## src/rtl/char_seq_pkg.sv

```systemverilog
// Shared types for the character playback sequencer: FSM state encoding
// and the dial's home character.
package char_seq_pkg;

   typedef enum logic [1:0] {
      ST_IDLE  = 2'd0,
      ST_ISSUE = 2'd1,
      ST_MOVE  = 2'd2,
      ST_DWELL = 2'd3
   } seq_state_e;

   localparam logic [6:0] ASCII_SPACE = 7'h20;

endpackage

```

## src/rtl/btn_pulse.sv

```systemverilog
// Raw push-button conditioner: 2-flop synchronizer, stability debouncer and
// rising-edge detector producing a single registered 1-cycle pulse.
module btn_pulse #(
   parameter int DEBOUNCE_CYCLES = 1_000_000
) (
   input  logic clk,
   input  logic reset_n,
   input  logic btn,
   output logic pulse
);

   localparam int CNT_W = (DEBOUNCE_CYCLES > 1) ? $clog2(DEBOUNCE_CYCLES) : 1;
   localparam logic [CNT_W-1:0] CNT_LAST = CNT_W'(DEBOUNCE_CYCLES - 1);
   localparam logic [CNT_W-1:0] CNT_ONE  = CNT_W'(1);

   logic [1:0]       sync_r;
   logic             stable_r;
   logic [CNT_W-1:0] cnt_r;
   logic             pulse_r;

   // Synchronize, require DEBOUNCE_CYCLES consecutive disagreeing samples, pulse on accepted rise
   always_ff @(posedge clk or negedge reset_n) begin
      if (!reset_n) begin
         sync_r   <= 2'b00;
         stable_r <= 1'b0;
         cnt_r    <= '0;
         pulse_r  <= 1'b0;
      end else begin
         sync_r  <= {sync_r[0], btn};
         pulse_r <= 1'b0;
         if (sync_r[1] == stable_r) begin
            cnt_r <= '0;
         end else if (cnt_r == CNT_LAST) begin
            cnt_r    <= '0;
            stable_r <= sync_r[1];
            pulse_r  <= sync_r[1];
         end else begin
            cnt_r <= cnt_r + CNT_ONE;
         end
      end
   end

   assign pulse = pulse_r;

endmodule

```

## src/rtl/char_sequencer.sv

```systemverilog
// Message buffer and playback sequencer feeding the letter-dial controller.
// Optional build macro CHAR_SEQ_LOOP_EN: replay the message until stopped.
module char_sequencer
   import char_seq_pkg::*;
#(
   parameter int DEPTH           = 16,
   parameter int DWELL_CYCLES    = 100_000_000,
   parameter int DEBOUNCE_CYCLES = 1_000_000
) (
   input  logic                     clk,
   input  logic                     reset_n,
   input  logic [6:0]               ascii_in,
   input  logic                     btn_load,
   input  logic                     btn_go,
   input  logic                     dial_ready,
   output logic [6:0]               dial_ascii,
   output logic                     dial_req,
   output logic                     busy,
   output logic [$clog2(DEPTH):0]   fill,
   output logic                     empty,
   output logic                     full
);

   localparam int IDX_W  = $clog2(DEPTH);
   localparam int FILL_W = IDX_W + 1;
   localparam int TMR_W  = $clog2(DWELL_CYCLES + 1);

   localparam logic [FILL_W-1:0] FILL_ONE   = FILL_W'(1);
   localparam logic [FILL_W-1:0] FILL_DEPTH = FILL_W'(DEPTH);
   localparam logic [IDX_W-1:0]  IDX_ONE    = IDX_W'(1);
   localparam logic [TMR_W-1:0]  TMR_ONE    = TMR_W'(1);
   localparam logic [TMR_W-1:0]  TMR_LOAD   = TMR_W'(DWELL_CYCLES - 1);

   seq_state_e        state_r, state_n;
   logic [IDX_W-1:0]  rd_idx_r, rd_idx_n;
   logic [FILL_W-1:0] fill_r, fill_n;
   logic [TMR_W-1:0]  timer_r, timer_n;
   logic              stop_pend_r, stop_pend_n;
   logic              dial_req_r, dial_req_n;
   logic [6:0]        dial_ascii_r, dial_ascii_n;
   logic              busy_r, empty_r, full_r;
   logic              wr_en_s, last_s;
   logic              load_p_s, go_p_s;
   logic [6:0]        msg_buf_r [DEPTH];

   btn_pulse #(.DEBOUNCE_CYCLES(DEBOUNCE_CYCLES)) u_load_btn (
      .clk     (clk),
      .reset_n (reset_n),
      .btn     (btn_load),
      .pulse   (load_p_s)
   );

   btn_pulse #(.DEBOUNCE_CYCLES(DEBOUNCE_CYCLES)) u_go_btn (
      .clk     (clk),
      .reset_n (reset_n),
      .btn     (btn_go),
      .pulse   (go_p_s)
   );

   assign last_s = ({1'b0, rd_idx_r} == (fill_r - FILL_ONE));

   // Next-state, buffer bookkeeping and output next-values
   always_comb begin
      state_n      = state_r;
      rd_idx_n     = rd_idx_r;
      fill_n       = fill_r;
      timer_n      = timer_r;
      stop_pend_n  = stop_pend_r;
      dial_req_n   = dial_req_r;
      dial_ascii_n = dial_ascii_r;
      wr_en_s      = 1'b0;

      if (go_p_s && (state_r != ST_IDLE)) begin
         stop_pend_n = 1'b1;
      end else begin
         stop_pend_n = stop_pend_r;
      end

      case (state_r)
         ST_IDLE: begin
            stop_pend_n = 1'b0;
            if (load_p_s && !full_r) begin
               wr_en_s = 1'b1;
               fill_n  = fill_r + FILL_ONE;
            end else begin
               wr_en_s = 1'b0;
            end
            // go is judged on the pre-load count so a same-cycle load cannot start playback
            if (go_p_s && !empty_r) begin
               rd_idx_n   = '0;
               dial_req_n = 1'b1;
               state_n    = ST_ISSUE;
            end else begin
               state_n = ST_IDLE;
            end
         end
         ST_ISSUE: begin
            if (!dial_ready) begin
               dial_req_n = 1'b0;
               state_n    = ST_MOVE;
            end else begin
               dial_req_n = 1'b1;
            end
         end
         ST_MOVE: begin
            if (dial_ready) begin
               timer_n = TMR_LOAD;
               state_n = ST_DWELL;
            end else begin
               state_n = ST_MOVE;
            end
         end
         ST_DWELL: begin
            if (timer_r != '0) begin
               timer_n = timer_r - TMR_ONE;
            end else if (stop_pend_r) begin
               stop_pend_n = 1'b0;
               state_n     = ST_IDLE;
`ifndef CHAR_SEQ_LOOP_EN
               fill_n      = '0;
`endif
            end else if (last_s) begin
`ifdef CHAR_SEQ_LOOP_EN
               rd_idx_n    = '0;
               dial_req_n  = 1'b1;
               state_n     = ST_ISSUE;
`else
               stop_pend_n = 1'b0;
               fill_n      = '0;
               state_n     = ST_IDLE;
`endif
            end else begin
               rd_idx_n   = rd_idx_r + IDX_ONE;
               dial_req_n = 1'b1;
               state_n    = ST_ISSUE;
            end
         end
         default: begin
            dial_req_n = 1'b0;
            state_n    = ST_IDLE;
         end
      endcase

      // The character is latched once on ISSUE entry and held through MOVE and DWELL
      if ((state_n == ST_ISSUE) && (state_r != ST_ISSUE)) begin
         dial_ascii_n = msg_buf_r[rd_idx_n];
      end else begin
         dial_ascii_n = dial_ascii_r;
      end
   end

   // State, counters and registered outputs
   always_ff @(posedge clk or negedge reset_n) begin
      if (!reset_n) begin
         state_r      <= ST_IDLE;
         rd_idx_r     <= '0;
         fill_r       <= '0;
         timer_r      <= '0;
         stop_pend_r  <= 1'b0;
         dial_req_r   <= 1'b0;
         dial_ascii_r <= ASCII_SPACE;
         busy_r       <= 1'b0;
         empty_r      <= 1'b1;
         full_r       <= 1'b0;
      end else begin
         state_r      <= state_n;
         rd_idx_r     <= rd_idx_n;
         fill_r       <= fill_n;
         timer_r      <= timer_n;
         stop_pend_r  <= stop_pend_n;
         dial_req_r   <= dial_req_n;
         dial_ascii_r <= dial_ascii_n;
         busy_r       <= (state_n != ST_IDLE);
         empty_r      <= (fill_n == '0);
         full_r       <= (fill_n == FILL_DEPTH);
      end
   end

   // Message storage; contents are don't-care after reset
   always_ff @(posedge clk) begin
      if (wr_en_s) begin
         msg_buf_r[fill_r[IDX_W-1:0]] <= ascii_in;
      end
   end

   assign dial_ascii = dial_ascii_r;
   assign dial_req   = dial_req_r;
   assign busy       = busy_r;
   assign fill       = fill_r;
   assign empty      = empty_r;
   assign full       = full_r;

endmodule

```

## config.mk

```make
export PLATFORM = sky130hd
export DESIGN_NAME = char_sequencer
export DESIGN_NICKNAME = d
export VERILOG_FILES = /design/src/rtl/char_seq_pkg.sv /design/src/rtl/btn_pulse.sv /design/src/rtl/char_sequencer.sv
export SDC_FILE = /design/constraint.sdc
export NUM_CORES = 1
export LEC_CHECK = 0
export BUFFER_PORTS_ARGS = -buffer_cell sky130_fd_sc_hd__buf_4
export CORE_UTILIZATION = 60
export CTS_CLUSTER_SIZE = 28
export DETAILED_ROUTE_END_ITERATION = 10
export GPL_ROUTABILITY_DRIVEN = 1
export GPL_TIMING_DRIVEN = 0
export PLACE_DENSITY = 0.76
export REMOVE_ABC_BUFFERS = 1
export SLEW_MARGIN = 15
export SYNTH_ARGS = -nofsm -noshare
export SYNTH_HDL_FRONTEND = slang
export SYNTH_SLANG_ARGS = --single-unit
export TNS_END_PERCENT = 5
```

## constraint.sdc

```tcl
create_clock -name clk -period 3.44 [get_ports clk]
set_clock_uncertainty 0.05 [all_clocks]
set_input_delay 0.516 -clock clk [delete_from_list [all_inputs] [get_ports clk]]
set_output_delay 0.516 -clock clk [all_outputs]
set_load 0.03 [all_outputs]
```

==> results.md <==
- Crit Path Class: flop to flop
- Clock tree from TritonCTS: done
- Pwr Density: 530.1 mW/mm²
- Clock root buffer: clkbuf_16
- Share of layout cells above drive strength 1: 16.44%
- I/O pins: 28
- PortBufs: 27
- Setup Viol. Count Final: 0
- Worst Max-Slew Pin Slew: 1192 ps
- Outcome: complete, no violations
- RSZ-0062 raised after global routing: yes
- Crit path cell chain: inv_2 -> ha_4 -> or4b_4 -> nor4_4 -> and3_4 -> a21oi_1 -> a221o_4 -> clkbuf_16 -> nor3b_1 -> o21a_1 -> a2111oi_2 -> a31o_1
- CTS Buf Count: 22
- Area leader, netlist: edfxtp_1
- GRT overflow: 0
- Nets: 825
- CTS clk-pin slew, worst paths: 60 ps
- Synth warn: 0
- Die H: 126.6 µm
- Synth area leaders: edfxtp_1 36%, dfrtp_1 26%, mux2i_1 7.7%, nor2_1 3.1%, xnor2_1 3.0%
- Max_cap viols: 0
- Final antenna diode count: 0
- EDFF count, synth: 112
- Design Area, Final: 0.01088 mm²
- DP Worst Slack: -683.2 ps
- Slew margin rel.: 19.90%
- Routed len/inst: 18.98 µm
- Final WL: 19040 µm
- Fmax: 0.2944 GHz
- Worst vdd ir: 402.6 µV
- DIE AREA: 0.01604 mm²
- Vias per cell: 5.965
- Placed inst area: 0.009644 mm²
- Leakage Power: 0.004066 µW
- Max Buffers Root-to-Sink: 3
- CP max stage delay: 480 ps
- Cell Rows: 45
- Critical Path Fanout Max: 14
- Pin count of the biggest net entering global routing: 99
- Top FF cell, synth: edfxtp_1
- GRT Util Overall: 23.75%
- Crit share post-route: 98.73%
- Post-route ant nets: 0
- GPL Wtd Cong: 0.7969
- First-pass GRT wire length: 29830 µm
- Vias in the first global route: 5918
- Req. time, crit path: 3840 ps
- Mapped Cells: 738
- Endpoint class of the critical path: flop
- H-tree levels: 1
- Total clock sinks: 210
- Final Hold Violating Endpoints: 0
- Distinct cells, synth: 64
- Initial antenna violation count: 0
- Synth async-reset ratio: 46.67%
- Total vias in the final route: 5983
- Slew Viols, Final: 0
- Drt first pass iters: 5
- Critical path's slowest cell: or4b_4
- Syn_area_per_cell: 12.63 µm²
- Worst-skew pair later-pin latency: 510 ps
- Min-Delay Path Class: primary input to flop
- Core area: 0.01520 mm²
- #FFs+latches synth: 210
- Crit path arrival time: 3790 ps
- Worst hold slack: 72.70 ps
- Commonest cells after routing, fill and taps aside: 112 x edfxtp_1, 95 x dfrtp_1, 77 x nor2_1
- P&R area growth vs syn: 16.74%
- CP Launch Type: flop
- Sequential share of the synthesized area: 62.42%
- Iter 0 DRT Violations: 530
- Final worst setup slack: 43.60 ps
- Final Critical Period: 3396 ps
- DIE WIDTH: 126.6 µm
- Post-synth top area share: 36.09%
- Cell Area, Synth: 0.009320 mm²
- Initial core utilization: 61.31%
- Hpwl dp: 11700 µm
- Final core occ: 71.57%
- # DRC: 0
- Commonest non-fill, non-tap cell in the layout: edfxtp_1
-- area by class of cell --
class	count	area (µm²)
flip-flops and latches	210	5819
fillers	1017	4322
multi-input cells	488	3522
clock buffers	35	639.4
repair buffers	57	528.0
well taps	188	235.2
inverters	20	75.07
clock inverters	5	61.31
-- worst max-delay path: cells and delay by family, from the launching register on --
| family | cells | cell delay [ps] |
|---|---|---|
| AO/OA/AOI/OAI | 5 | 1150 |
| adder cells (fa/ha/maj) | 1 | 150 |
| buffers and inverters | 2 | 300 |
| flip-flops | 1 | 430 |
| AND/OR/NAND/NOR | 4 | 1260 |
-- stage by stage --
stage / total power, µW / cells / TNS, ps
2_1_floorplan: 3251 / 715 / -4992
3_3_place_gp: 3434 / 930 / -10080
3_5_place_dp: 3467 / 931 / -3950
4_1_cts: 5747 / 986 / -587.3
5_1_grt: 5983 / 1003 / -453.4
6_report: 5768 / 1003 / 0
-- power by group --
group          internal, µW  switching, µW  total, µW
logic                   225            385        610
registers              2770            101       2870
clock network          1350            932       2280
total                  4350           1420       5770
-- logic make-up (layout without fill, tap and decap cells) --
logic type | after synthesis | count (layout) | synth area share [%]
xor+xnor | 56 | 56 | 5.262
buf+inv | 43 | 117 | 2.255
compound gates | 84 | 84 | 6.176
simple gates | 255 | 258 | 13.79
mux | 76 | 76 | 8.216
flops | 210 | 210 | 62.42
fa+ha+maj | 14 | 14 | 1.879
-- sequential cells by signal, summed over array words and instances, names as in the netlist --
name,flops
u_go_btn.stable_r,1
u_go_btn.cnt_r,20
empty,1
u_go_btn.sync_r,2
rd_idx_r,4
u_load_btn.sync_r,2
dial_ascii,7
u_go_btn.pulse,1
fill,5
timer_r,27
state_r,2
u_load_btn.cnt_r,20
busy,1
msg_buf_r,112
u_load_btn.stable_r,1
full,1
dial_req,1
u_load_btn.pulse,1
stop_pend_r,1
-- worst paths after layout --
kind	cells after the start	slack [ps]	end	from
min in group asynchronous	2	400	timer_r[5]$_DFFE_PN0P_	reset_n
worst min register to register	0	300	u_go_btn.sync_r[1]$_DFF_PN0_	u_go_btn.sync_r[0]$_DFF_PN0_
worst min-delay path	1	70	u_load_btn.sync_r[0]$_DFF_PN0_	btn_load
max in group asynchronous	3	2290	empty$_DFF_PN1_	reset_n
worst max register to register	12	40	dial_ascii[0]$_DFFE_PN0P_	timer_r[1]$_DFFE_PN0P_
worst max-delay path	12	40	dial_ascii[0]$_DFFE_PN0P_	timer_r[1]$_DFFE_PN0P_
-- cells in the mapped netlist (9+ instances only) --
library cell  number
edfxtp_1         112
clkbuf_1          12
nand3_1           37
mux2i_1           72
xnor2_1           32
a21oi_1           17
ha_1              14
nor2_1            77
dfrtp_1           96
nor4_1             9
nor3_1            14
nand4_1            9
a22oi_1           13
o21ai_0           20
nand2_1           44
and3_1            18
inv_1             19
xor2_1            24
-- timing repair --
item                       4_1_cts  5_1_grt
setup buffers                   13       13
cloned                           2        2
setup endpoints to repair        8       10
pin swaps                        4       11
gates resized for setup         13       34
hold endpoints to repair         0       24
hold buffers                     0        1
-- metal layers --
| metal | vias up | share of wire (%) | track usage [%] |
|---|---|---|---|
| met3 | 35 | 4.5 | 4.429 |
| met5 | - | 0 | 0 |
| li1 | 2830 | - | - |
| met4 | 0 | 2.5 | 7.725 |
| met2 | 138 | 50 | 40.23 |
| met1 | 2980 | 43 | 31.17 |
Power figures use the tool's default switching activity.
